`config.mk`:
```
export PLATFORM = sky130hd
export DESIGN_NAME = pll_mode_switcher_flat
export DESIGN_NICKNAME = d
export VERILOG_FILES = /design/src/rtl/pll_mgmt_if.sv /design/src/rtl/pll_mode_switcher.sv /design/src/flat_wrapper.sv
export SDC_FILE = /design/constraint.sdc
export NUM_CORES = 1
export LEC_CHECK = 0
export CORE_UTILIZATION = 28
export DETAILED_ROUTE_END_ITERATION = 12
export HOLD_SLACK_MARGIN = 0.12
export PLACE_DENSITY = 0.53
export SYNTH_ARGS = -nofsm -noshare
export SYNTH_HDL_FRONTEND = slang
export SYNTH_SLANG_ARGS = --single-unit
```
`constraint.sdc`:
```
create_clock -name CLK_50M -period 3 [get_ports CLK_50M]
set_input_delay 0.6 -clock CLK_50M [delete_from_list [all_inputs] [get_ports CLK_50M]]
set_output_delay 0.6 -clock CLK_50M [all_outputs]
set_load 0.05 [all_outputs]
```
`src/rtl/pll_mgmt_if.sv`:
```
// Avalon-MM write-only link between the PAL/NTSC sequencer and the PLL reconfiguration controller.
// The master raises mgmt_write with address/data and holds all three stable while mgmt_waitrequest=1; a write completes on the first rising edge with mgmt_write=1 and mgmt_waitrequest=0.
interface pll_mgmt_if;
   logic        mgmt_waitrequest;
   logic        mgmt_write;
   logic [5:0]  mgmt_address;
   logic [31:0] mgmt_writedata;

   modport master (
      input  mgmt_waitrequest,
      output mgmt_write,
      output mgmt_address,
      output mgmt_writedata
   );

   modport slave (
      output mgmt_waitrequest,
      input  mgmt_write,
      input  mgmt_address,
      input  mgmt_writedata
   );
endinterface

```
`src/rtl/pll_mode_switcher.sv`:
```
// Reprograms the video/system fractional PLL whenever the core's PAL flag changes.
// Define PLL_LOCK_WAIT_EN to replace the fixed settle delay with an unlock/re-lock wait plus timeout.
module pll_mode_switcher #(
   parameter int          SYNC_STAGES   = 2,
   parameter logic [31:0] FRAC_PAL      = 32'h15448515,
   parameter logic [31:0] FRAC_NTSC     = 32'h29E2B79B,
   parameter int          SETTLE_CYCLES = 1024,
   parameter int          LOCK_TIMEOUT  = 65535
) (
   input  logic        CLK_50M,
   input  logic        reset,
   input  logic        pal,
   input  logic        pll_locked,
   pll_mgmt_if.master  mgmt,
   output logic        busy,
   output logic        done,
   output logic        timeout,
   output logic        cur_mode,
   output logic        hold_en,
   output logic [2:0]  dbg_state
);

   localparam int CNT_MAX = (SETTLE_CYCLES > LOCK_TIMEOUT) ? SETTLE_CYCLES : LOCK_TIMEOUT;
   localparam int CW      = $clog2(CNT_MAX + 1);

   typedef enum logic [2:0] {
      IDLE        = 3'd0,
      WR_MODE     = 3'd1,
      WR_FRAC     = 3'd2,
      WR_START    = 3'd3,
      SETTLE      = 3'd4,
      WAIT_UNLOCK = 3'd5,
      WAIT_LOCK   = 3'd6,
      DONE        = 3'd7
   } state_t;

   state_t          state, state_n;
   logic            gap, gap_n;
   logic [CW-1:0]   cnt, cnt_n, cnt_inc;
   logic            pending, pending_n;
   logic            tgt, tgt_n;
   logic            timeout_n;
   logic            cur_mode_n;
   logic            xfer;

   // Synchronisers are deliberately outside reset so a reset never fakes a mode edge.
   logic [SYNC_STAGES-1:0] pal_sync;
   logic                   pal_s;

   always_ff @(posedge CLK_50M) begin
      pal_sync <= {pal_sync[SYNC_STAGES-2:0], pal};
   end
   assign pal_s = pal_sync[SYNC_STAGES-1];

`ifdef PLL_LOCK_WAIT_EN
   localparam logic [CW-1:0] LOCK_LIMIT = CW'(LOCK_TIMEOUT);
   logic [1:0] lock_sync;
   logic       lock_s;

   always_ff @(posedge CLK_50M) begin
      lock_sync <= {lock_sync[0], pll_locked};
   end
   assign lock_s = lock_sync[1];
`else
   localparam logic [CW-1:0] SETTLE_LAST = CW'(SETTLE_CYCLES - 1);
   logic unused_lock;
   assign unused_lock = pll_locked;
`endif

   assign cnt_inc   = (cnt == {CW{1'b1}}) ? cnt : cnt + CW'(1);
   assign dbg_state = state;

   always_ff @(posedge CLK_50M) begin
      if (reset) begin
         state    <= IDLE;
         gap      <= 1'b0;
         cnt      <= '0;
         pending  <= 1'b0;
         tgt      <= 1'b0;
         timeout  <= 1'b0;
         cur_mode <= 1'b0;
      end else begin
         state    <= state_n;
         gap      <= gap_n;
         cnt      <= cnt_n;
         pending  <= pending_n;
         tgt      <= tgt_n;
         timeout  <= timeout_n;
         cur_mode <= cur_mode_n;
      end
   end

   always_comb begin
      state_n             = state;
      gap_n               = 1'b0;
      cnt_n               = cnt;
      pending_n           = pending;
      tgt_n               = tgt;
      timeout_n           = timeout;
      cur_mode_n          = cur_mode;
      mgmt.mgmt_write     = 1'b0;
      mgmt.mgmt_address   = 6'd0;
      mgmt.mgmt_writedata = 32'd0;
      busy                = 1'b0;
      hold_en             = 1'b0;
      done                = 1'b0;
      xfer                = 1'b0;

      case (state)
         IDLE: begin
            if (pending) begin
               tgt_n     = pal_s;
               pending_n = 1'b0;
               timeout_n = 1'b0;
               state_n   = WR_MODE;
            end else begin
               pending_n = (pal_s != cur_mode);
            end
         end
         WR_MODE: begin
            busy                = 1'b1;
            hold_en             = 1'b1;
            mgmt.mgmt_write     = !gap;
            mgmt.mgmt_address   = 6'd0;
            xfer                = mgmt.mgmt_write && !mgmt.mgmt_waitrequest;
            if (xfer) begin
               gap_n   = 1'b1;
               state_n = WR_FRAC;
            end
         end
         WR_FRAC: begin
            busy                = 1'b1;
            hold_en             = 1'b1;
            mgmt.mgmt_write     = !gap;
            mgmt.mgmt_address   = 6'd7;
            mgmt.mgmt_writedata = tgt ? FRAC_PAL : FRAC_NTSC;
            xfer                = mgmt.mgmt_write && !mgmt.mgmt_waitrequest;
            if (xfer) begin
               gap_n   = 1'b1;
               state_n = WR_START;
            end
         end
         WR_START: begin
            busy                = 1'b1;
            hold_en             = 1'b1;
            mgmt.mgmt_write     = !gap;
            mgmt.mgmt_address   = 6'd2;
            xfer                = mgmt.mgmt_write && !mgmt.mgmt_waitrequest;
            if (xfer) begin
               cnt_n = '0;
`ifdef PLL_LOCK_WAIT_EN
               state_n = WAIT_UNLOCK;
`else
               state_n = SETTLE;
`endif
            end
         end
`ifdef PLL_LOCK_WAIT_EN
         WAIT_UNLOCK: begin
            busy    = 1'b1;
            hold_en = 1'b1;
            if (!lock_s) begin
               cnt_n   = '0;
               state_n = WAIT_LOCK;
            end else if (cnt == LOCK_LIMIT) begin
               timeout_n = 1'b1;
               state_n   = DONE;
            end else begin
               cnt_n = cnt_inc;
            end
         end
         WAIT_LOCK: begin
            busy    = 1'b1;
            hold_en = 1'b1;
            if (lock_s) begin
               state_n = DONE;
            end else if (cnt == LOCK_LIMIT) begin
               timeout_n = 1'b1;
               state_n   = DONE;
            end else begin
               cnt_n = cnt_inc;
            end
         end
`else
         SETTLE: begin
            busy    = 1'b1;
            hold_en = 1'b1;
            if (cnt == SETTLE_LAST) begin
               state_n = DONE;
            end else begin
               cnt_n = cnt_inc;
            end
         end
`endif
         DONE: begin
            done       = 1'b1;
            cur_mode_n = tgt;
            // A request that changed mid-sequence is replayed straight away.
            pending_n  = (pal_s != tgt);
            state_n    = IDLE;
         end
         default: state_n = IDLE;
      endcase
   end

endmodule
```
`src/flat_wrapper.sv`:
```
// flat-port wrapper written by rule: the top's interface ports become plain ports
module pll_mode_switcher_flat 
#(
   parameter int          SYNC_STAGES   = 2,
   parameter logic [31:0] FRAC_PAL      = 32'h15448515,
   parameter logic [31:0] FRAC_NTSC     = 32'h29E2B79B,
   parameter int          SETTLE_CYCLES = 1024,
   parameter int          LOCK_TIMEOUT  = 65535
)
  (CLK_50M, reset, pal, pll_locked, busy, done, timeout, cur_mode, hold_en, dbg_state, mgmt_mgmt_waitrequest, mgmt_mgmt_write, mgmt_mgmt_address, mgmt_mgmt_writedata);
  pll_mgmt_if mgmt_i ();
  input  logic CLK_50M;
  input  logic reset;
  input  logic pal;
  input  logic pll_locked;
  output logic busy;
  output logic done;
  output logic timeout;
  output logic cur_mode;
  output logic hold_en;
  output logic [2:0] dbg_state;
  input wire logic [$bits(mgmt_i.mgmt_waitrequest)-1:0] mgmt_mgmt_waitrequest;
  output wire logic [$bits(mgmt_i.mgmt_write)-1:0] mgmt_mgmt_write;
  output wire logic [$bits(mgmt_i.mgmt_address)-1:0] mgmt_mgmt_address;
  output wire logic [$bits(mgmt_i.mgmt_writedata)-1:0] mgmt_mgmt_writedata;
  assign mgmt_i.mgmt_waitrequest = mgmt_mgmt_waitrequest;
  assign mgmt_mgmt_write = mgmt_i.mgmt_write;
  assign mgmt_mgmt_address = mgmt_i.mgmt_address;
  assign mgmt_mgmt_writedata = mgmt_i.mgmt_writedata;
  pll_mode_switcher #(.SYNC_STAGES(SYNC_STAGES), .FRAC_PAL(FRAC_PAL), .FRAC_NTSC(FRAC_NTSC), .SETTLE_CYCLES(SETTLE_CYCLES), .LOCK_TIMEOUT(LOCK_TIMEOUT)) u_core (.CLK_50M(CLK_50M), .reset(reset), .pal(pal), .pll_locked(pll_locked), .mgmt(mgmt_i), .busy(busy), .done(done), .timeout(timeout), .cur_mode(cur_mode), .hold_en(hold_en), .dbg_state(dbg_state));
endmodule
```
---- Word level (Yosys, flattened, before mapping) ----
Cells that the tools add are included.
word-level totals
  flip-flop bits (word level) ............. 25
  input port bits ......................... 5
  output and inout port bits .............. 47
  word-level logic and storage cells ...... 57
cells by class
  add/sub/neg operators ................... 1
  equality and inequality tests ........... 16
  muxes and demuxes ....................... 19
  bitwise operators ....................... 1
  reduce and logical (&&, ||, !) cells .... 13
operator list
  kind                   count
  $mux 16                3
  $mux 32                1
  $pmux 16 s2            1
  $mux 30                1
  $add 16x1->16 const B  1
  $eq 16x10->1 const B   1
  $eq 16x16->1 const B   1
  $mux 3                 5
  $pmux 3 s5             1
  $ne 2x1->1 const B     5
  $eq 3x2->1 const B     2
  $eq 3x3->1 const B     2
  $pmux 3 s2             1
  $mux 1                 5
  $reduce_and 5->1       1
  $ne 2x2->1 const B     2
  $reduce_and 4->1       1
  $reduce_bool 2->1      2
  $reduce_or 2->1        2
  $reduce_or 4->1        1
  $eq 3x1->1 const B     1
  $logic_not 3->1        1
  $reduce_or 3->1        1
  $logic_not 1->1        2
  5 further kinds        6

---- Logic depth before layout (Yosys ltp) ----
  depth after elaboration ................. 4
  gate-level depth with buffers ........... 6
  gate-level depth less buffers ........... 5

---- Worst setup path before layout ----
No wires, ideal clock.
  kind .................................... flip-flop to output port
  start ................................... register u_core.state[1] (netlist: u_core.dbg_state[1])
  end ..................................... output mgmt_mgmt_writedata[12]
  arrival time ............................ 4.376 ns
  path slack .............................. -1.976 ns
  stages on the path, launching flop included .. 6
  cell sequence ........................... dfxtp_1 buf_2 nor2b_1 nor2b_1 nor2b_1 buf_4
on the way
  word-level cells in the longest chain between the ends .. 2
ends and longest elaborated chain
  what                      RTL line                  text
  start: declaration        pll_mode_switcher.sv:37   state_t state, state_n;
  start signal: assignment  pll_mode_switcher.sv:83   state <= state_n;
  $eq 3x2->1                pll_mode_switcher.sv:109  case (state)
  $mux 32                   pll_mode_switcher.sv:109
  end: declaration          flat_wrapper.sv:25        output wire logic [$bits(mgmt_i.mgmt_writedata)-1:0] mgmt_mgmt_writedata;
Every way passes these cells.

---- Worst setup path after layout ----
  start ................................... register u_core.state[0] (netlist: u_core.dbg_state[0])
  end ..................................... output hold_en
on the way
  word-level cells in the longest chain between the ends .. 3
ends and longest elaborated chain
  what                                RTL line                  text
  $eq 3x1->1 (tied with other cells)  pll_mode_switcher.sv:109
  $reduce_or 4->1 (no source line) *  n/a
  $mux 1 *                            pll_mode_switcher.sv:109
  end: declaration                    flat_wrapper.sv:20        output logic hold_en;
Mark *: on every way between the ends. The rest lies on a longest branch, timed or not.

==> results.toml <==
[synthesis]
synth.most_common_cell = "buf_4"
synth_area_sq_um = 1670
synth_top_area_cell = "dfxtp_1"
ys_warn_count = 0
ys_types = 48
synth_edf_count = 0
synth-main-ff-cell = "dfxtp_1"
async_reset_ff_share_pct = 0
avgSynthCellArea_sq_um = 8.00
netlist_instances = 209
netlist_top_cells_count = "36 x buf_4, 25 x dfxtp_1, 21 x nand2_1"
synthTopCellsByArea = "dfxtp_1 30%, buf_4 16%, nand2_1 4.7%"
ys_seq_area_share_pct = 29.9
ys_ff_latch = 25
netlist.area_leader.share_pct = 29.9

[floorplanning]
die_w_microns = 79.3
dieArea_sq_um = 6290
core-area_sq_um = 5640
rows = 27
die_y_microns = 79.3
ios = 52
initial_utilization_pct = 29.7

[detailed_routing]
drt_pass1_iterations = 4
vias = 1389
drt-total-wl_microns = 3670
postRouteAntennaNets = 0
routedWlPerCell_microns = 12.5
vias_per_cell = 4.72
drc_errors = 0
drt_iter0_markers = 107

[pwr]
fin_total_pwr_uw = 876
leakagePower_uw = 0.000751
ir_drop_uv = 210
powerDensity_nw_per_um2 = 449

[cells_and_area]
final_nets = 229
fin_util_pct = 34.6
syn2layout_area_growth_pct = 16.5
layout.cells.non_filler = 294
fin_area_sq_um = 1950
layout-drive-gt1-share_pct = 13.5
antenna_cells = 0

[worst_setup_path]
path_class = "reg2out"
max_stage_delay_ps = 840
worst-path-buf-inv = 1
crit_path_end_kind = "primary output"
cp_data_arrival_time_ps = 2140
r2r_setup_slack_ps = 890
crit_fanout = 13
worstPathRequired_ps = 2400
crit_path_start_kind = "register"
cp_slowest_cell = "clkdlybuf4s50_1"
path_cells = "nor2_1 > xnor2_1 > clkdlybuf4s50_1"
critical_path.top_delay_family = "buffers and inverters"

[timing]
fin_setup_tns_ps = 0
slew_violations = 0
rsz0062_at_grt = "no"
period_minus_slack_ps = 2740
finalCritPeriodShare_pct = 91.3
slew_headroom_pct = 23.1
tightest_slew_ps = 1150
max_freq_mhz = 365
skew_ps = 1.89
report.final.hold_viol_count = 0
setup_violations = 0

[clocking]
cts.sinks = 25
htree_levels = 1
clk_pin_slew_worst_paths_ps = 90
cts_made_buffers = 3
cts_max_path_buffers = 2
cts_hold_buf = 0
root_buffer = "clkbuf_8"
clock_latency_ps = 270
cts_tree = "yes"

[grt]
antenna_found_initial = 0
grt_max_degree = 15
grt_pass1_vias = 1305
grt.overflow.total = 0
grt_pass1_wl_microns = 6110
grt_usage_pct = 12.2

[run_status]
status = "finished, final reports clean"

[place]
post-dp-hpwl_microns = 2580
dpl.cell_count = 290
portBuffers = 36
dpl_cell_area_sq_um = 1890
gp_congestion = 0.746

[hold_path]
hold_path_class = "reg2reg"

[run]
maxCapViolCount = 0
report_power, final:
group | total, uW | switching [uW] | leakage, uW | internal [uW]
Clock | 207 | 114 | 0.0000255 | 93.2
Combinational | 309 | 221 | 0.000522 | 88.6
Sequential | 360 | 18.2 | 0.000203 | 341
through the flow:
stage	setup slack [ps]	hold slack, ps
2_1_floorplan	-15.1	310
3_3_place_gp	369	314
3_5_place_dp	348	314
4_1_cts	90.5	337
5_1_grt	122	347
6_report	260	334
placed cells by master, fill, tap and decap left out, drive strengths merged, types with 4 or more instances in the layout:
| cell type | n |
|---|---|
| nand4 | 4 |
| a21oi | 7 |
| o21ai | 13 |
| clkdlybuf4s50 | 21 |
| nand3 | 5 |
| and2 | 4 |
| nor4 | 7 |
| conb | 14 |
| xnor2 | 6 |
| dlymetal6s2s | 4 |
| nand2 | 21 |
| dfxtp | 25 |
| nor2 | 14 |
| mux2i | 7 |
| buf | 15 |
| nor3 | 5 |
| and3 | 5 |
repair_timing:
| item | 4_1_cts | 5_1_grt |
|---|---|---|
| setup endpoints to repair | 0 | 4 |
| gates resized for setup | 0 | 4 |
| setup buffers | 0 | 0 |
worst reg2reg max path, stage by stage, from the launching register on:
cell,delay (ps)
dfxtp_1,450
nor3b_1,250
a21oi_1,910
o311ai_0,300
o21ai_1,130
worst paths after layout:
kind / from / end / cells after the start
worst max-delay path: u_core.dbg_state[0]$_SDFFE_PP0P_ / hold_en / 3
worst min-delay path: u_core.pal_sync[0]$_DFF_P_ / u_core.pal_sync[1]$_DFF_P_ / 0
worst max register to register: u_core.dbg_state[0]$_SDFFE_PP0P_ / u_core.cnt[10]$_SDFFE_PP0P_ / 4
worst min register to register: u_core.pal_sync[0]$_DFF_P_ / u_core.pal_sync[1]$_DFF_P_ / 0
final cells by class:
type	count	area [sq um]
clock inverters	1	5.00
well taps	72	90.1
multi-input cells	151	931
clock buffers	3	41.3
repair buffers	40	373
flip-flops and latches	25	502
inverters	2	7.51
fillers	587	3690
layer usage:
metal  up-vias  part of all wire [%]  global-route usage, %
met5         -                     0                      0
met4         0                   1.5                   4.91
met3         5                   2.2                   1.03
met2        28                    44                   19.1
met1       636                    52                   17.2
li1        720                     -                      -
flip-flops by register name (all words and copies together) (netlist names):
| register | cells |
|---|---|
| u_core.gap | 1 |
| u_core.pending | 1 |
| u_core.dbg_state | 3 |
| u_core.tgt | 1 |
| u_core.pal_sync | 2 |
| u_core.cnt | 16 |
| u_core.cur_mode | 1 |
cell families after synthesis:
family / Yosys count / synth area share (%)
compound gates: 36 / 13.5
mux: 7 / 4.19
xor+xnor: 7 / 3.66
fa+ha+maj: 1 / 0.748
simple gates: 86 / 28.9
other cells: 1 / 0.224
flops: 25 / 29.9
buf+inv: 46 / 18.8
(Power assumes the default switching activity.)
